==> config.mk <==
export PLATFORM = sky130hd
export DESIGN_NAME = databus_axi_read_bridge
export DESIGN_NICKNAME = d
export VERILOG_FILES = /design/src/rtl/databus_axi_read_bridge.sv
export SDC_FILE = /design/constraint.sdc
export NUM_CORES = 1
export LEC_CHECK = 0
export BUFFER_PORTS_ARGS = -buffer_cell sky130_fd_sc_hd__buf_2
export CORE_UTILIZATION = 45
export CTS_BUF_LIST = sky130_fd_sc_hd__clkbuf_4
export CTS_CLUSTER_SIZE = 25
export DETAILED_ROUTE_END_ITERATION = 10
export PLACE_DENSITY = 0.74
export SYNTH_ARGS = -nofsm -noshare
export SYNTH_HDL_FRONTEND = slang
export SYNTH_SLANG_ARGS = --single-unit
==> constraint.sdc <==
create_clock -name clk -period 7.9 [get_ports clk]
set_input_delay 1.58 -clock clk [delete_from_list [all_inputs] [get_ports clk]]
set_output_delay 1.58 -clock clk [all_outputs]
set_load 0.02 [all_outputs]
==> src/rtl/databus_axi_read_bridge.sv <==
// databus_axi_read_bridge: turns a held databus read request into one or two AXI4 INCR read bursts split at 4 KB
module databus_axi_read_bridge #(
  parameter int AXI_ADDR_W = 32,
  parameter int AXI_DATA_W = 32,
  parameter int LEN_W      = 8
) (
  input  logic                  clk,
  input  logic                  rst_n,
  input  logic                  databus_valid_i,
  output logic                  databus_ready_o,
  input  logic [AXI_ADDR_W-1:0] databus_addr_i,
  input  logic [LEN_W-1:0]      databus_len_i,
  output logic [AXI_DATA_W-1:0] databus_rdata_o,
  output logic                  databus_last_o,
  output logic [AXI_ADDR_W-1:0] m_axi_araddr_o,
  output logic [7:0]            m_axi_arlen_o,
  output logic [2:0]            m_axi_arsize_o,
  output logic [1:0]            m_axi_arburst_o,
  output logic                  m_axi_arvalid_o,
  input  logic                  m_axi_arready_i,
  input  logic [AXI_DATA_W-1:0] m_axi_rdata_i,
  input  logic [1:0]            m_axi_rresp_i,
  input  logic                  m_axi_rlast_i,
  input  logic                  m_axi_rvalid_i,
  output logic                  m_axi_rready_o,
  output logic                  busy_o,
  output logic                  error_o
);
  localparam int OFF = $clog2(AXI_DATA_W / 8);
  localparam logic [AXI_ADDR_W-1:0] ALIGN = AXI_ADDR_W'((1 << OFF) - 1);
  localparam logic [AXI_ADDR_W-1:0] PAGE = AXI_ADDR_W'(4096);
  typedef enum logic [1:0] {IDLE, ADDR, DATA} state_t;
  state_t                state_q, state_d;
  logic [AXI_ADDR_W-1:0] cur_addr_q, cur_addr_d;
  logic [8:0]            remaining_q, remaining_d;
  logic [8:0]            burst_beats_q, burst_beats_d;
  logic [8:0]            burst_cnt_q, burst_cnt_d;
  logic                  final_burst_q, final_burst_d;
  logic                  error_q, error_d;
  logic                  fire;
  function automatic logic [8:0] calc_beats(input logic [11:0] a, input logic [8:0] rem);
    logic [12:0] tb;
    tb = (13'd4096 - {1'b0, a}) >> OFF;
    return ({4'd0, rem} < tb) ? rem : tb[8:0];
  endfunction
  always_comb begin
    state_d       = state_q;
    cur_addr_d    = cur_addr_q;
    remaining_d   = remaining_q;
    burst_beats_d = burst_beats_q;
    burst_cnt_d   = burst_cnt_q;
    final_burst_d = final_burst_q;
    error_d       = error_q;
    fire          = state_q == DATA && m_axi_rvalid_i && databus_valid_i;
    if (state_q == IDLE && databus_valid_i) begin
      cur_addr_d    = databus_addr_i & ~ALIGN;
      remaining_d   = 9'(databus_len_i) + 9'd1;
      burst_beats_d = calc_beats(cur_addr_d[11:0], remaining_d);
      state_d       = ADDR;
    end
    if (state_q == ADDR && m_axi_arready_i) begin
      remaining_d   = remaining_q - burst_beats_q;
      final_burst_d = remaining_d == 9'd0;
      burst_cnt_d   = '0;
      state_d       = DATA;
    end
    if (fire) begin
      burst_cnt_d = burst_cnt_q + 9'd1;
      if (m_axi_rresp_i != 2'b00) error_d = 1'b1;
      if (m_axi_rlast_i) begin
        if (burst_cnt_d != burst_beats_q) error_d = 1'b1;
        state_d = final_burst_q ? IDLE : ADDR;
        if (!final_burst_q) begin
          cur_addr_d    = {cur_addr_q[AXI_ADDR_W-1:12], 12'h000} + PAGE;
          burst_beats_d = calc_beats(12'h000, remaining_q);
        end
      end
    end
  end
  always_ff @(posedge clk) begin
    if (!rst_n) begin
      state_q       <= IDLE;
      cur_addr_q    <= '0;
      remaining_q   <= '0;
      burst_beats_q <= '0;
      burst_cnt_q   <= '0;
      final_burst_q <= 1'b0;
      error_q       <= 1'b0;
    end else begin
      state_q       <= state_d;
      cur_addr_q    <= cur_addr_d;
      remaining_q   <= remaining_d;
      burst_beats_q <= burst_beats_d;
      burst_cnt_q   <= burst_cnt_d;
      final_burst_q <= final_burst_d;
      error_q       <= error_d;
    end
  end
  assign busy_o          = state_q != IDLE;
  assign error_o         = error_q;
  assign m_axi_arvalid_o = state_q == ADDR;
  assign m_axi_araddr_o  = cur_addr_q;
  assign m_axi_arlen_o   = state_q == ADDR ? 8'(burst_beats_q - 9'd1) : 8'd0;
  assign m_axi_arsize_o  = 3'(OFF);
  assign m_axi_arburst_o = 2'b01;
  assign m_axi_rready_o  = state_q == DATA && databus_valid_i;
  assign databus_ready_o = state_q == DATA && m_axi_rvalid_i;
  assign databus_rdata_o = state_q == DATA ? m_axi_rdata_i : '0;
  assign databus_last_o  = state_q == DATA && m_axi_rvalid_i && m_axi_rlast_i && final_burst_q;
endmodule

# Yosys cells after proc, flatten, opt, wreduce, memory -nomap -nowiden
# Index checks and enable logic that the tools add are counted.
[totals]
register_bits = 63
inputBits = 80
output_inout_bits = 83
[op_classes]
n_addsub = 6
n_lt_le_gt_ge = 1
eq_ne = 3
n_mux = 23
n_reduce_logical = 13
[op_table]
columns = ["op", "count"]
rows = [
  ["$mux W32", 5],
  ["$mux W9", 9],
  ["$add A32 B13 Y32 const B", 1],
  ["$sub A13 B12 Y13 const A", 1],
  ["$lt A9 B11 Y1", 1],
  ["$add A8 B1 Y9 const B", 1],
  ["$add A9 B1 Y9 const B", 1],
  ["$logic_not A9 Y1", 1],
  ["$ne A9 B9 Y1", 1],
  ["$sub A9 B9 Y9", 1],
  ["$mux W2", 4],
  ["$mux W8", 1],
  ["$reduce_bool A2 Y1", 4],
  ["$sub A8 B1 Y8 const B", 1],
  ["$logic_and A1 B1 Y1", 7],
  ["$mux W1", 4],
  ["$eq A2 B1 Y1 const B", 1],
  ["$eq A2 B2 Y1 const B", 1],
  ["$logic_not A2 Y1", 1],
]

# Depth between registers and ports, before layout
[logic_depth]
word_depth = 7
depth_mapped = 13

# Worst setup path before layout
# Ideal clock, no wire load.
[synth_path]
kind = "input port to flip-flop"
startpoint = "in databus_addr_i[2]"
endpoint = "reg burst_beats_q[5]"
t_arrival_ps = 4138
required_ps = 7826
path_slack_ps = 3688
path_stages = 13
n_path_buf = 1
path_cell_list = "inv_1 ha_1 nor4b_1 nand2b_1 xnor2_1 ha_1 and4_1 o221ai_1 a31o_2 or2_1 buf_6 or4_4 o211ai_2"
[synth_via]
elab_chain_len = 7
[synth_lines]
columns = ["item", "line_no", "text"]
rows = [
  ["from (decl)", "11", "input logic [AXI_ADDR_W-1:0] databus_addr_i,"],
  ["$sub A13 B12 Y13 (*)", "43", "tb = (13'd4096 - {1'b0, a}) >> OFF;"],
  ["$lt A9 B11 Y1", "44", "return ({4'd0, rem} < tb) ? rem : tb[8:0];"],
  ["$mux W9 (*)", "44", ""],
  ["$mux W9 (*)", "55", "if (state_q == IDLE && databus_valid_i) begin"],
  ["$mux W9", "73", "if (!final_burst_q) begin"],
  ["$mux W9", "70", "if (m_axi_rlast_i) begin"],
  ["$mux W9 (*)", "67", "if (fire) begin"],
  ["to (signal assigned)", "93", "burst_beats_q <= burst_beats_d;"],
  ["to (decl)", "36", "logic [8:0] burst_beats_q, burst_beats_d;"],
]
# Mark *: on every way between the ends. The rest lies on a longest branch, timed or not.
# A chain may end at the register's enable or synchronous reset.

# Worst setup path after layout
# Ends and elaborated chain as after synthesis.

==> results.py <==
metrics = {
    "yosys": {
        "syn_area_per_cell_um2": 7.44,
        "yosysTopAreaCellShare": 0.281,
        "syn_area_um2": 4480,
        "async_reset_ff_frac": 0,
        "yosys.area.top_type": "dfxtp_1",
        "yosysSeqAreaShare": 0.281,
        "synth-seq-cells": 63,
        "synth_area_leaders": "dfxtp_1 (28%), a21oi_1 (6.0%), and2_1 (5.9%)",
        "yosysUniqueCellTypes": 62,
        "synthCells": 603,
        "synth_ff_type": "dfxtp_1",
        "ys_warn_count": 0,
        "synth_edf_count": 0,
    },
    "global_routing": {
        "grt_max_degree": 51,
        "grt_use_total": 0.254,
        "antenna_found_initial": 1,
        "grt_pass1_wl_um": 20700,
        "grt_pass1_vias": 4418,
        "grt_overflow_total": 0,
    },
    "route": {
        "routed_wl_um": 13500,
        "drtIter0Drc": 305,
        "drc_errors": 0,
        "vias_per_cell": 5.69,
        "routed-via-count": 4993,
        "wl_per_cell_um": 15.4,
        "drtPass1Iterations": 5,
        "drtAntennaViolNets": 0,
    },
    "worst_hold_path": {
        "min_path_type": "reg -> reg",
    },
    "die": {
        "num_rows": 36,
        "die_w_um": 102,
        "ios": 163,
        "die-area_um2": 10400,
        "core_area_um2": 9730,
        "start_util": 0.461,
        "die_h_um": 102,
    },
    "sta": {
        "timing.final.crit_period_ps": 4330,
        "timing.hold.ws_ps": 462,
        "drv_slew": 0,
        "finClkSkew_ps": 18.8,
        "relSlewSlack": 0.350,
        "fin_crit_sh": 0.548,
        "tightest_slew_ps": 975,
        "tns_ps": 0,
        "fmax_mhz": 231,
        "rsz0062_at_grt": "false",
        "hold_viol_final": 0,
        "setup_viol_count_final": 0,
    },
    "outcome": {
        "outcome": "completed",
    },
    "clock_tree": {
        "clkLatencyLatePin_ps": 420,
        "cts_tree": "done",
        "post_cts_buffers": 0,
        "cts_buffers": 9,
        "htreeDepth": 3,
        "cts.sinks": 63,
        "cts_root_buf": "clkbuf_4",
        "clk_pin_slew_worst_paths_ps": 120,
        "ctsHoldBuffers": 0,
        "cts_resized": 0,
        "cts_buffer_depth": 2,
    },
    "worst_setup_path": {
        "cp_max_fo": 9,
        "cp-start-kind": "primary input",
        "cp.required_ps": 8260,
        "crit_type": "in -> reg",
        "arrival_ps": 4690,
        "end_kind": "flip-flop",
    },
    "power": {
        "power_uw": 976,
        "power.density_nw_per_um2": 179,
        "max-vdd-ir-drop_v": 0.0000982,
        "p_leak_nw": 2.52,
    },
    "layout": {
        "utilization": 0.562,
        "final_nets": 840,
        "finalNonFillerCells": 877,
        "area_growth_pct": 21.8,
        "fillCellCount": 932,
        "drive_gt1_frac": 0.250,
    },
    "placement": {
        "port_buffers": 155,
        "hpwl_um": 10100,
        "dp_cells": 860,
        "place_congestion": 0.871,
    },
    "run": {
        "maxCapViolations": 0,
    },
}
## placed cells by master, fill, tap and decap left out, types with 21 or more instances in the layout
master,instances
ha_1,21
xnor2_1,28
nor2_1,61
nand2_1,59
dfxtp_1,63
buf_2,155
inv_1,21
a21oi_1,54
nor3_1,23
o21ai_0,32
nand3_1,23
and2_1,42
## sequential cells by signal, summed over array words and instances (netlist names)
name,cells
error_o,1
remaining_q,9
m_axi_araddr_o,32
burst_cnt_q,9
burst_beats_q,9
final_burst_q,1
state_q,2
## worst max-delay path, cell delays in order
cell and delay (ps):
buf_2 130, inv_1 100, ha_1 210, nor4b_1 490, nand2b_1 130, xnor2_1 170, ha_1 290, and4_1 220
o221ai_1 140, a31o_2 300, or2_1 320, or4_4 530, o211ai_2 80
## area by class of cell
type	instances	area, um^2	share of cell area
Timing Repair Buffer	159	806	0.147
Antenna cell	1	2.50	0.000458
Tap cell	133	166	0.0305
Clock buffer	10	75.1	0.0137
Multi-Input combinational cell	484	2990	0.547
Clock inverter	6	85.1	0.0156
Sequential cell	63	1260	0.231
Inverter	21	78.8	0.0144
## per-layer routing
| metal | vias up | part of all wire | routed length, um | global-route usage |
|---|---|---|---|---|
| li1 | 2402 | - | - | - |
| met2 | 272 | 0.48 | 6470 | 0.437 |
| met3 | 30 | 0.081 | 1100 | 0.0554 |
| met5 | - | 0 | 0 | 0 |
| met4 | 0 | 0.024 | 330 | 0.101 |
| met1 | 2289 | 0.42 | 5630 | 0.308 |
## worst paths after layout
check,end,cells after the start,from,slack (ps)
worst max-delay path,burst_beats_q[5],13,databus_addr_i[2],3570
worst min-delay path,m_axi_araddr_o[9],2,m_axi_araddr_o[9],460
worst max register to register,m_axi_araddr_o[23],6,state_q[1],4820
worst min register to register,m_axi_araddr_o[9],2,m_axi_araddr_o[9],460
## cells by family after synthesis
kind of cell / count (synthesis) / share of synthesized area
and+or+nand+nor: 266 / 0.305
AOI/OAI and AO/OA: 148 / 0.208
DFF: 63 / 0.281
buffers and inverters: 59 / 0.0552
xor gates and xnor gates: 39 / 0.0762
adders and majority gates: 22 / 0.0631
muxes: 4 / 0.00977
other: 2 / 0.00167
## report_power, final
group | leakage, nW | switching, mW | internal (mW)
clock network | 0.0840 | 0.129 | 0.131
registers | 0.515 | 0.0279 | 0.341
logic | 1.92 | 0.207 | 0.140
total | 2.52 | 0.364 | 0.612
## per-stage QoR
step / worst slack, ps / area [um^2]
2_1_floorplan: 3690 / 4500
3_5_place_dp: 3210 / 5300
3_3_place_gp: 3290 / 5300
4_1_cts: 3650 / 5460
6_report: 3570 / 5460
5_1_grt: 3410 / 5460
## synth_stat cells, types with 6 or more instances
cell and n:
a31oi_1 6, dfxtp_1 63, xnor2_1 28, nand4_1 8, o22ai_1 6, nand3_1 23, inv_1 21, and4_1 7
nor2b_1 6, nand2_1 59, ha_1 21, o21ai_0 32, xor2_1 11, nor2_1 61, nor3_1 23, a21oi_1 54
a22oi_1 7, and3_1 11, and2_1 42, clkbuf_1 29
Power figures use the tool's default switching activity.
